[config.mk]
export PLATFORM = sky130hd
export DESIGN_NAME = ifetch_pc_unit_flat
export DESIGN_NICKNAME = d
export VERILOG_FILES = /design/src/rtl/ifetch_pc_unit_pkg.sv /design/src/rtl/ifetch_pc_unit_if.sv /design/src/rtl/ifetch_pc_unit_ret_addr_stack.sv /design/src/rtl/ifetch_pc_unit.sv /design/src/flat_wrapper.sv
export SDC_FILE = /design/constraint.sdc
export NUM_CORES = 1
export LEC_CHECK = 0
export ABC_AREA = 1
export BUFFER_PORTS_ARGS = -buffer_cell sky130_fd_sc_hd__buf_2
export CAP_MARGIN = 20
export CORE_MARGIN = 4
export CORE_UTILIZATION = 44
export CTS_CLUSTER_DIAMETER = 80
export DETAILED_ROUTE_END_ITERATION = 10
export SETUP_SLACK_MARGIN = 0.05
export SLEW_MARGIN = 25
export SYNTH_ARGS = -nofsm -noshare
export SYNTH_HDL_FRONTEND = slang
export SYNTH_SLANG_ARGS = --single-unit
[constraint.sdc]
create_clock -name clk -period 4.1 [get_ports clk]
set_input_delay 0.41 -clock clk [delete_from_list [all_inputs] [get_ports clk]]
set_output_delay 0.41 -clock clk [all_outputs]
set_load 0.03 [all_outputs]
[src/rtl/ifetch_pc_unit_pkg.sv]
// Shared constants, opcode decode helpers and fetch FSM state type for the
// instruction-fetch / program-counter stage.
package ifetch_pc_unit_pkg;

  localparam int unsigned CPU_PC_W = 12;
  localparam int unsigned CPU_IR_W = 18;

  localparam logic [3:0] PC_OP_INC = 4'd0;
  localparam logic [3:0] PC_OP_BR  = 4'd4;
  localparam logic [3:0] PC_OP_RET = 4'd10;

  // Jump is op[6:2], branch is op[6:1]
  localparam logic [4:0] OP_JUMP_MASK   = 5'b11110;
  localparam logic [5:0] OP_BRANCH_MASK = 6'b111110;

  typedef enum logic {
    FETCH_IDLE,
    FETCH_REQ
  } fetch_st_e;

  function automatic logic is_jump(input logic [6:0] op);
    return op[6:2] == OP_JUMP_MASK;
  endfunction

  function automatic logic is_branch(input logic [6:0] op);
    return op[6:1] == OP_BRANCH_MASK;
  endfunction

endpackage

[src/rtl/ifetch_pc_unit_if.sv]
// Instruction-bus interface: address/cycle/strobe from the fetch stage,
// acknowledge and read data from the instruction memory.
interface ifetch_pc_unit_if #(
  parameter int unsigned PC_W = 12,
  parameter int unsigned IR_W = 18
);
  logic [PC_W-1:0] adr;
  logic            cyc;
  logic            stb;
  logic            ack;
  logic [IR_W-1:0] dat;

  modport master (output adr, cyc, stb, input ack, dat);
  modport slave  (input adr, cyc, stb, output ack, dat);
endinterface

[src/rtl/ifetch_pc_unit_ret_addr_stack.sv]
// Return-address stack: push discards when full, pop when empty reads 0;
// both set a sticky error. Push+pop together replaces the top entry.
module ret_addr_stack #(
  parameter int unsigned DEPTH = 8,
  parameter int unsigned W     = 12
) (
  input  logic         clk,
  input  logic         rst,
  input  logic         push,
  input  logic         pop,
  input  logic [W-1:0] wdata,
  output logic [W-1:0] rdata,
  output logic         empty,
  output logic         err
);
  localparam int unsigned SP_W = $clog2(DEPTH);

  logic [W-1:0]    mem [DEPTH];
  logic [SP_W:0]   sp;
  logic [SP_W-1:0] top_idx;
  logic            full;

  assign full    = sp == (SP_W+1)'(DEPTH);
  assign empty   = sp == '0;
  assign top_idx = sp[SP_W-1:0] - SP_W'(1);
  assign rdata   = empty ? '0 : mem[top_idx];

  always_ff @(posedge clk) begin
    if (push && pop && !empty)
      mem[top_idx] <= wdata;
    else if (push && (pop || !full))
      mem[sp[SP_W-1:0]] <= wdata;
  end

  always_ff @(posedge clk or negedge rst) begin
    if (!rst) begin
      sp  <= '0;
      err <= 1'b0;
    end else if (push && pop) begin
      if (empty) sp <= sp + (SP_W+1)'(1);
    end else if (push) begin
      if (full) err <= 1'b1;
      else      sp  <= sp + (SP_W+1)'(1);
    end else if (pop) begin
      if (empty) err <= 1'b1;
      else       sp  <= sp - (SP_W+1)'(1);
    end
  end

endmodule

[src/rtl/ifetch_pc_unit.sv]
// Instruction fetch + program counter stage. Optional fetch timeout is
// enabled by defining IFETCH_TIMEOUT_EN.
module ifetch_pc_unit
  import ifetch_pc_unit_pkg::*;
#(
  parameter int unsigned     PC_W        = CPU_PC_W,
  parameter int unsigned     IR_W        = CPU_IR_W,
  parameter int unsigned     STACK_DEPTH = 8,
  parameter logic [PC_W-1:0] INT_VECTOR  = 12'h001,
  parameter int unsigned     TIMEOUT_CYC = 16
) (
  input  logic              clk,
  input  logic              rst,
  input  logic              cyc_i,
  input  logic              stb_i,
  output logic              ack_o,
  ifetch_pc_unit_if.master  inst,
  output logic [IR_W-1:0]   ir_o,
  output logic [6:0]        op_o,
  output logic [2:0]        func_o,
  output logic [PC_W-1:0]   pc_o,
  input  logic              pc_en_i,
  input  logic [3:0]        pc_oper_i,
  input  logic              br_taken_i,
  input  logic              jsb_i,
  input  logic              ret_i,
  input  logic              int_i,
  input  logic              reti_i,
  output logic              stk_err_o,
  output logic              fetch_err_o
);

  fetch_st_e       st, st_nxt;
  logic [PC_W-1:0] pc, pc_nxt, int_pc, stk_rdata;
  logic [IR_W-1:0] ir;
  logic            ack_done, timeout, pc_op_en, push, pop;

  assign op_o   = ir[IR_W-1 -: 7];
  assign func_o = ir[2:0];
  assign ir_o   = ir;
  assign pc_o   = pc;

  // cyc/stb come straight from the state register, so they are registered
  // and drop asynchronously with reset.
  assign inst.adr = pc;
  assign inst.cyc = st == FETCH_REQ;
  assign inst.stb = st == FETCH_REQ;

  assign ack_done = (st == FETCH_REQ) && inst.ack;
  assign ack_o    = ack_done || timeout;

`ifdef IFETCH_TIMEOUT_EN
  localparam int unsigned TO_W = $clog2(TIMEOUT_CYC + 1);
  logic [TO_W-1:0] to_cnt;
  logic            fetch_err;

  assign timeout     = (st == FETCH_REQ) && !inst.ack && (to_cnt == TO_W'(TIMEOUT_CYC - 1));
  assign fetch_err_o = fetch_err;

  always_ff @(posedge clk or negedge rst) begin
    if (!rst) begin
      to_cnt    <= '0;
      fetch_err <= 1'b0;
    end else if (timeout) begin
      to_cnt    <= '0;
      fetch_err <= 1'b1;
    end else if (st == FETCH_REQ && !inst.ack) begin
      to_cnt <= to_cnt + TO_W'(1);
    end else begin
      to_cnt <= '0;
    end
  end
`else
  assign timeout     = 1'b0;
  assign fetch_err_o = 1'b0;
`endif

  always_comb begin
    st_nxt = st;
    case (st)
      FETCH_IDLE: if (cyc_i && stb_i) st_nxt = FETCH_REQ;
      FETCH_REQ:  if (ack_done || timeout) st_nxt = FETCH_IDLE;
      default:    st_nxt = FETCH_IDLE;
    endcase
  end

  // Interrupt entry/return outrank the FSM's PC strobe, so stack traffic
  // is suppressed on those edges.
  assign pc_op_en = pc_en_i && !int_i && !reti_i;
  assign push     = pc_op_en && jsb_i;
  assign pop      = pc_op_en && ret_i;

  always_comb begin
    pc_nxt = pc;
    if (int_i) begin
      pc_nxt = INT_VECTOR;
    end else if (reti_i) begin
      pc_nxt = int_pc;
    end else if (pc_en_i) begin
      case (pc_oper_i)
        PC_OP_INC: pc_nxt = pc + PC_W'(1);
        PC_OP_BR: begin
          if (is_jump(op_o))
            pc_nxt = ir[PC_W-1:0];
          else if (is_branch(op_o) && br_taken_i)
            pc_nxt = pc + {{(PC_W-8){ir[7]}}, ir[7:0]};
        end
        PC_OP_RET: pc_nxt = stk_rdata;
        default:   pc_nxt = pc;
      endcase
    end else if (ack_done) begin
      pc_nxt = pc + PC_W'(1);
    end
  end

  always_ff @(posedge clk or negedge rst) begin
    if (!rst) begin
      st     <= FETCH_IDLE;
      pc     <= '0;
      ir     <= '0;
      int_pc <= '0;
    end else begin
      st <= st_nxt;
      pc <= pc_nxt;
      if (int_i)        int_pc <= pc;
      if (ack_done)     ir     <= inst.dat;
      else if (timeout) ir     <= '0;
    end
  end

  ret_addr_stack #(
    .DEPTH (STACK_DEPTH),
    .W     (PC_W)
  ) u_stack (
    .clk   (clk),
    .rst   (rst),
    .push  (push),
    .pop   (pop),
    .wdata (pc),
    .rdata (stk_rdata),
    .empty (),
    .err   (stk_err_o)
  );

endmodule

[src/flat_wrapper.sv]
// flat-port wrapper written by rule: the top's interface ports become plain ports
module ifetch_pc_unit_flat import ifetch_pc_unit_pkg::*;
#(
  parameter int unsigned     PC_W        = CPU_PC_W,
  parameter int unsigned     IR_W        = CPU_IR_W,
  parameter int unsigned     STACK_DEPTH = 8,
  parameter logic [PC_W-1:0] INT_VECTOR  = 12'h001,
  parameter int unsigned     TIMEOUT_CYC = 16
)
  (clk, rst, cyc_i, stb_i, ack_o, ir_o, op_o, func_o, pc_o, pc_en_i, pc_oper_i, br_taken_i, jsb_i, ret_i, int_i, reti_i, stk_err_o, fetch_err_o, inst_adr, inst_cyc, inst_stb, inst_ack, inst_dat);
  ifetch_pc_unit_if #(.PC_W(PC_W), .IR_W(IR_W)) inst_i ();
  input  logic clk;
  input  logic rst;
  input  logic cyc_i;
  input  logic stb_i;
  output logic ack_o;
  output logic [IR_W-1:0] ir_o;
  output logic [6:0] op_o;
  output logic [2:0] func_o;
  output logic [PC_W-1:0] pc_o;
  input  logic pc_en_i;
  input  logic [3:0] pc_oper_i;
  input  logic br_taken_i;
  input  logic jsb_i;
  input  logic ret_i;
  input  logic int_i;
  input  logic reti_i;
  output logic stk_err_o;
  output logic fetch_err_o;
  output wire logic [$bits(inst_i.adr)-1:0] inst_adr;
  output wire logic [$bits(inst_i.cyc)-1:0] inst_cyc;
  output wire logic [$bits(inst_i.stb)-1:0] inst_stb;
  input wire logic [$bits(inst_i.ack)-1:0] inst_ack;
  input wire logic [$bits(inst_i.dat)-1:0] inst_dat;
  assign inst_adr = inst_i.adr;
  assign inst_cyc = inst_i.cyc;
  assign inst_stb = inst_i.stb;
  assign inst_i.ack = inst_ack;
  assign inst_i.dat = inst_dat;
  ifetch_pc_unit #(.PC_W(PC_W), .IR_W(IR_W), .STACK_DEPTH(STACK_DEPTH), .INT_VECTOR(INT_VECTOR), .TIMEOUT_CYC(TIMEOUT_CYC)) u_core (.clk(clk), .rst(rst), .cyc_i(cyc_i), .stb_i(stb_i), .ack_o(ack_o), .inst(inst_i), .ir_o(ir_o), .op_o(op_o), .func_o(func_o), .pc_o(pc_o), .pc_en_i(pc_en_i), .pc_oper_i(pc_oper_i), .br_taken_i(br_taken_i), .jsb_i(jsb_i), .ret_i(ret_i), .int_i(int_i), .reti_i(reti_i), .stk_err_o(stk_err_o), .fetch_err_o(fetch_err_o));
endmodule
## Word-level counts from Yosys, hierarchy flattened

Memory sizes are Yosys's and may differ from the RTL's.
Index checks and enable logic that the tools add are counted.

| storage, ports and cells | value |
|---|---|
| bits in writable memories | 96 |
| flip-flop bits (word level) | 48 |
| logic and storage cells | 79 |
| memories kept | 1 |
| input bits | 33 |

Memories:

| name | words | width | read ports | clocked after Yosys merged registers in | wr ports | line | text |
|---|---|---|---|---|---|---|---|
| u_core.u_stack.mem | 8 | 12 | 1 | 0 | 1 | ifetch_pc_unit_ret_addr_stack.sv:18 | `logic [W-1:0] mem [DEPTH];` |

| cells by class | value |
|---|---|
| bitwise logic cells | 2 |
| equal/unequal tests | 11 |
| multiplexer cells | 29 |
| reduce and logical (&&, ||, !) cells | 25 |
| add/subtract/negate cells | 5 |

Operator list:

| cell | count |
|---|---|
| 12-bit two-way mux | 8 |
| 12-bit one-hot mux with 3 select lines | 1 |
| 4-bit two-way mux | 6 |
| 12-bit by 1-bit adder with 12-bit output (second input constant) | 1 |
| 12-bit adder | 1 |
| 1-bit two-way mux | 12 |
| 12-bit OR reduction | 1 |
| 1-bit logical AND | 10 |
| 4-bit == test (second input constant) | 2 |
| 4-bit zero test | 2 |
| 4-bit AND reduction | 2 |
| 6-bit == test (second input constant) | 1 |
| 3-bit by 2-bit inequality test with 1-bit output (second input constant) | 2 |
| 6-bit by 1-bit inequality test with 1-bit output (second input constant) | 1 |
| 6-bit by 4-bit inequality test with 1-bit output (second input constant) | 1 |
| 5-bit == test (second input constant) | 1 |
| 4-bit by 1-bit adder with 4-bit output (second input constant) | 1 |
| 4-bit by 3-bit == test with 1-bit output (second input constant) | 1 |
| 1-bit zero test | 4 |
| 2-bit nonzero test | 2 |
| 4-bit nonzero test | 1 |
| 4-bit by 1-bit subtractor with 4-bit output (second input constant) | 1 |
| 3-bit two-way mux | 1 |
| 3-bit AND reduction | 1 |
| 7 further kinds | 8 |

## Longest topological paths before layout

| depth | value |
|---|---|
| word-level depth | 11 |
| depth in mapped cells | 16 |

## By module

Synthesis repeated with hierarchy kept, for this count alone.

| unflattened totals | value |
|---|---|
| cell total of the unflattened synthesis | 869 |
| area, all modules | 7636.1 um^2 |

By module, submodules not included:

| module | sequential area each (um^2) | area each (um^2) | times used | cells an instance |
|---|---|---|---|---|
| ret_addr_stack | 3007.9 | 4296.6 | 1 | 371 |
| ifetch_pc_unit | 1076.0 | 3339.5 | 1 | 498 |

## Worst setup path after synthesis

Ideal clock, no wire load.

| timing path | value |
|---|---|
| path type | register -> register |
| start | reg u_core.u_stack.sp[0] |
| end | mem u_core.u_stack.mem[3][0] (enable) |
| arrival | 2.372 ns |
| required time | 3.720 ns |
| clock period less this slack | 2.753 ns |
| stages on the path, launching flop included | 14 |
| slack | 1.347 ns |
| cells stage by stage | dfrtp_1 buf_2 inv_2 buf_6 buf_4 ha_1 inv_1 nor3_4 inv_1 nand2_4 nand3_4 xor2_1 nand2_1 nor2_1 |

| on the way | value |
|---|---|
| longest elaborated chain between the ends | 9 |

Ends and longest elaborated chain:

| item | line | text |
|---|---|---|
| start, declared | ifetch_pc_unit_ret_addr_stack.sv:19 | `logic [SP_W:0] sp;` |
| start signal, assigned | ifetch_pc_unit_ret_addr_stack.sv:40 | `if (empty) sp <= sp + (SP_W+1)'(1);` |
| start signal, assigned | ifetch_pc_unit_ret_addr_stack.sv:43 | `else sp <= sp + (SP_W+1)'(1);` |
| start signal, assigned | ifetch_pc_unit_ret_addr_stack.sv:46 | `else sp <= sp - (SP_W+1)'(1);` |
| 4-bit == test | ifetch_pc_unit_ret_addr_stack.sv:23 | `assign full = sp == (SP_W+1)'(DEPTH);` |
| 1-bit zero test | ifetch_pc_unit_ret_addr_stack.sv:31 | `else if (push && (pop \|\| !full))` |
| 1-bit logical OR | ifetch_pc_unit_ret_addr_stack.sv:31 |  |
| 1-bit logical AND | ifetch_pc_unit_ret_addr_stack.sv:31 |  |
| 1-bit two-way mux | ifetch_pc_unit_ret_addr_stack.sv:31 |  |
| 1-bit two-way mux | ifetch_pc_unit_ret_addr_stack.sv:29 | `if (push && pop && !empty)` |
| 1-bit two-way mux (not written as such) | ifetch_pc_unit_ret_addr_stack.sv:32 | `mem[sp[SP_W-1:0]] <= wdata;` |
| 12-bit OR reduction (no line) | - |  |
| 3-bit two-way mux (no line) / 1-bit two-way mux (equally long branches) | - |  |
| end, declared | ifetch_pc_unit_ret_addr_stack.sv:18 |  |

Parallel ways exist; a longest one is shown, timed or not.

## Worst setup path in the final report

| timing path | value |
|---|---|
| start | reg u_core.u_stack.sp[1] |
| end | reg u_core.pc[11] (netlist: u_core.inst.adr[11]) |

| on the way | value |
|---|---|
| longest elaborated chain between the ends | 7 |

Ends and longest elaborated chain:

| item | line | text |
|---|---|---|
| 3-bit by 1-bit subtractor with 3-bit output | ifetch_pc_unit_ret_addr_stack.sv:25 | `assign top_idx = sp[SP_W-1:0] - SP_W'(1);` |
| memory read 8 x 12 bit | - |  |
| 12-bit two-way mux * | ifetch_pc_unit_ret_addr_stack.sv:26 | `assign rdata = empty ? '0 : mem[top_idx];` |
| 12-bit one-hot mux with 3 select lines * | ifetch_pc_unit.sv:100 | `case (pc_oper_i)` |
| 12-bit two-way mux * | ifetch_pc_unit.sv:99 | `end else if (pc_en_i) begin` |
| 12-bit two-way mux * | ifetch_pc_unit.sv:97 | `end else if (reti_i) begin` |
| 12-bit two-way mux * | ifetch_pc_unit.sv:95 | `if (int_i) begin` |
| end signal, assigned | ifetch_pc_unit.sv:124 | `pc <= pc_nxt;` |
| end, declared | ifetch_pc_unit.sv:34 | `logic [PC_W-1:0] pc, pc_nxt, int_pc, stk_rdata;` |

Mark *: on every way between the ends. The rest lies on a longest branch, timed or not.
A chain may end at the register's enable or synchronous reset.

==> results by group <==
Yosys
  • EDFF count, synth: 96
  • Share of the synthesized area in the top cell type: a little under two fifths
  • Area leader, netlist: edfxtp_1
  • Sequential area share after synthesis: a little over half
  • Synth Instances: 837
  • Ys Warns: 0
  • Synth top area cells: edfxtp_1, dfrtp_1, nand2_1, o21ai_0, nor2_1
  • Most used DFF post-synth: edfxtp_1
  • Synthesized flop and latch total: about 140
  • Ys async rst share: between 30% and 40%
  • Mapped Avg Cell Area: ~9 um2
  • Synthesized cell area: 0.00754 mm2
  • Number of distinct library cells after synthesis: between 40 and 50
  • Post-synthesis net count: 887

STA
  • Final hold viol count: 0
  • Final Cycle Share: between 60% and 70%
  • Hold_ws: roughly 0.095 ns
  • Min cycle time layout: roughly 2.7 ns
  • Slew Limit Fails: 0
  • Setup TNS: 0 ns
  • Final setup violating endpoints: 0
  • Slew margin rel.: approximately two fifths
  • F_max: between 300 and 400 MHz
  • RSZ-0062 raised after global routing: no
  • Worst Tran Pin Value: between 0.9 and 1 ns
  • Worst Clk Skew: approximately 0.0067 ns
  • Worst Setup Slack, final: ~1.4 ns

Clocking
  • CTS clock-pin slew for the worst setup and hold paths: 0.06 ns
  • # clock sinks: approximately 140
  • H-tree levels: 4
  • Worst-Skew Late Latency: between 0.4 and 0.5 ns
  • CTS root buf: clkbuf_16
  • CTS tree: done
  • Bufs on Longest Clock Path: 2
  • Cts hold-fix bufs: 0
  • Resized cells post-CTS: 0
  • Cts bufs inserted: 17
  • Postcts setup bufs: 0

Route
  • Routed len/inst: about 17 um
  • Total via count in the routed design: around 5,900
  • Initial DRC Count: roughly 450
  • Router iterations before antenna repair: 4
  • Final wirelength: 19,900 um
  • Final ANT Viol Nets: 0
  • # DRC: 0
  • Vias/cell: roughly 5.2

Pwr
  • Leak: about 3.9 nW
  • Clk pwr share: 25.3%
  • Sw Ratio: between 40% and 50%
  • PwrDens: 647 mW/mm2
  • Peak supply drop: about 0.34 mV
  • P_int: 3.25 mW
  • Flop pwr share: approximately a third
  • Logic pwr share: 41.0%
  • Psw: around 2.3 mW

Layout
  • Fill count: 1,576
  • Final #Nets: 960
  • Area of the multi-input gates: roughly 0.0028 mm2
  • Share of post-route cells with drive strength above 1: ~18%
  • Diode count: 0
  • FF/Latch Area: slightly above 0.004 mm2
  • Area Overhead vs Synth: 14.4%

Die
  • Initial Util: between 40% and 50%
  • Core area: roughly 0.017 mm2
  • IO Pins: 90
  • # rows: 47
  • Chip width: 139 um
  • Die area: between 0.015 and 0.02 mm2
  • Die Height: about 140 um

Global routing
  • Pin count of the biggest net entering global routing: 53
  • Vias in the first global route: about 5,700
  • Overall global routing resource usage: a little over a fifth
  • Total grt overflow: 0
  • First-pass GRT wire length: 31,500 um
  • Initial antenna violation count: 0

Setup path
  • Arrival @ worst endpoint: between 3 and 4 ns
  • Crit-path max FO: 17
  • CP Class: reg -> reg
  • RR Endpoint: u_core.inst.adr[11]
  • Register-to-register setup slack: 1.40 ns
  • Worst setup EP type: flop
  • Data required, critical path: 4.46 ns
  • CP Capture Point: u_core.inst.adr[11]
  • Worst r2r path cells: 11
  • Startpoint Class: flop
  • CP Launch Point: u_core.u_stack.sp[1]
  • R2R Path Start: u_core.u_stack.sp[1]

Place
  • Detailed Place HPWL: about 14,000 um
  • Dpl ws: between 0.9 and 1 ns
  • Port buffer count: between 80 and 90
  • GPL Wtd Cong: approximately 0.89

Hold path
  • HP Class: in -> async

Job
  • Max cap viols: 0

Run status
  • Status: finished, final reports clean
state kept, by name (all words and copies together), names as in the netlist:
register / flops
u_core.inst.cyc: 1
u_core.ir_o: 18
u_core.u_stack.mem: 96
u_core.int_pc: 12
u_core.inst.adr: 12
u_core.u_stack.sp: 4
u_core.u_stack.err: 1
critical path: stages (launching register included):
cell	delay [ns]
dfrtp_1	0.45
inv_1	0.10
ha_1	0.67
buf_4	0.32
o21ai_0	0.11
o21ai_0	0.29
o211ai_1	0.23
nand2_1	0.17
nand2_1	0.10
nand2_1	0.08
nand2_1	0.05
nand2_1	0.05
synth_stat cells, drive strengths merged (3+ instances only):
library cell  number
ha                16
xor2               8
edfxtp            96
or2                3
a21oi             15
clkbuf            14
o21ai            105
xnor2              4
buf               41
nand2            198
dfrtp             48
nor3               4
nand4             11
o211ai            23
nor2             122
inv               76
nand3             39
cells by family (layout without fill, tap and decap cells):
| family | count (synthesis) | in the layout | synth area share, % |
|---|---|---|---|
| AO/OA/AOI/OAI | 152 | 152 | 11.3 |
| XOR/XNOR | 12 | 12 | 1.64 |
| adder cells (fa/ha/maj) | 17 | 17 | 2.92 |
| buffers and inverters | 132 | 217 | 8.45 |
| flip-flops | 144 | 144 | 54.2 |
| multiplexers | 2 | 2 | 0.266 |
| other | 1 | 1 | 0.0497 |
| AND/OR/NAND/NOR | 377 | 377 | 21.2 |
final cells by class:
| type | instances | share of cell area [%] |
|---|---|---|
| multi-input combinational | 561 | 32.7 |
| sequential | 144 | 47.4 |
| tap | 220 | 3.19 |
| clock inverter | 11 | 1.07 |
| timing repair buffer | 109 | 7.08 |
| clock buffer | 20 | 5.06 |
| inverter | 77 | 3.51 |
placed cells by master, fill, tap and decap left out, drive strengths merged, types with 2 or more instances in the layout:
master / netlist / layout
a211oi: 2 / 2
a21o: 2 / 2
a21oi: 15 / 15
buf: 41 / 109
bufinv: 1 / 2
clkbuf: 14 / 20
clkinv: 0 / 7
clkinvlp: 0 / 2
dfrtp: 48 / 48
edfxtp: 96 / 96
ha: 16 / 16
inv: 76 / 77
mux2i: 2 / 2
nand2: 198 / 198
nand3: 39 / 39
nand4: 11 / 11
nor2: 122 / 122
nor3: 4 / 4
o211ai: 23 / 23
o21ai: 105 / 105
o22ai: 2 / 2
or2: 3 / 3
xnor2: 4 / 4
xor2: 8 / 8
per-stage QoR:
| stage | cell area (um2) | instances | utilization (%) | total power [mW] |
|---|---|---|---|---|
| 2_1_floorplan | 7540 | 837 | - | 3.57 |
| 3_3_place_gp | 8090 | 1111 | 48.4 | 4.19 |
| 3_5_place_dp | 8090 | 1111 | 48.4 | 4.21 |
| 4_1_cts | 8620 | 1142 | 51.6 | 5.63 |
| 5_1_grt | 8620 | 1142 | 51.6 | 5.95 |
| 6_report | 8620 | 1142 | 51.6 | 5.58 |
how the worst min path moves through the flow:
stage,startpoint,endpoint,slack [ns],depth (start not counted)
floorplan,rst,u_core.inst.adr[0],0.11,0
global placement,u_core.u_stack.err,u_core.u_stack.err,0.44,1
detailed placement,u_core.u_stack.err,u_core.u_stack.err,0.44,1
CTS,rst,u_core.int_pc[7],0.13,2
global route,rst,u_core.inst.adr[10],0.14,2
finish,rst,u_core.inst.adr[9],0.09,2
metal layers:
layer,GRT usage (%),up-vias,part of all wire (%)
li1,-,2916,-
met1,27.8,2781,44
met2,34.7,176,48
met3,4.86,25,5.7
met4,6.28,0,2.1
met5,0,-,0
power groups by stage:
stage | registers (mW) | clock network [mW] | logic [mW]
2_1_floorplan | 2.03 | 0 | 1.54
3_3_place_gp | 1.91 | 0 | 2.28
3_5_place_dp | 1.91 | 0 | 2.30
4_1_cts | 1.88 | 1.44 | 2.31
5_1_grt | 1.90 | 1.51 | 2.54
6_report | 1.88 | 1.41 | 2.29
Note: power is estimated with default switching activity, not from simulation.
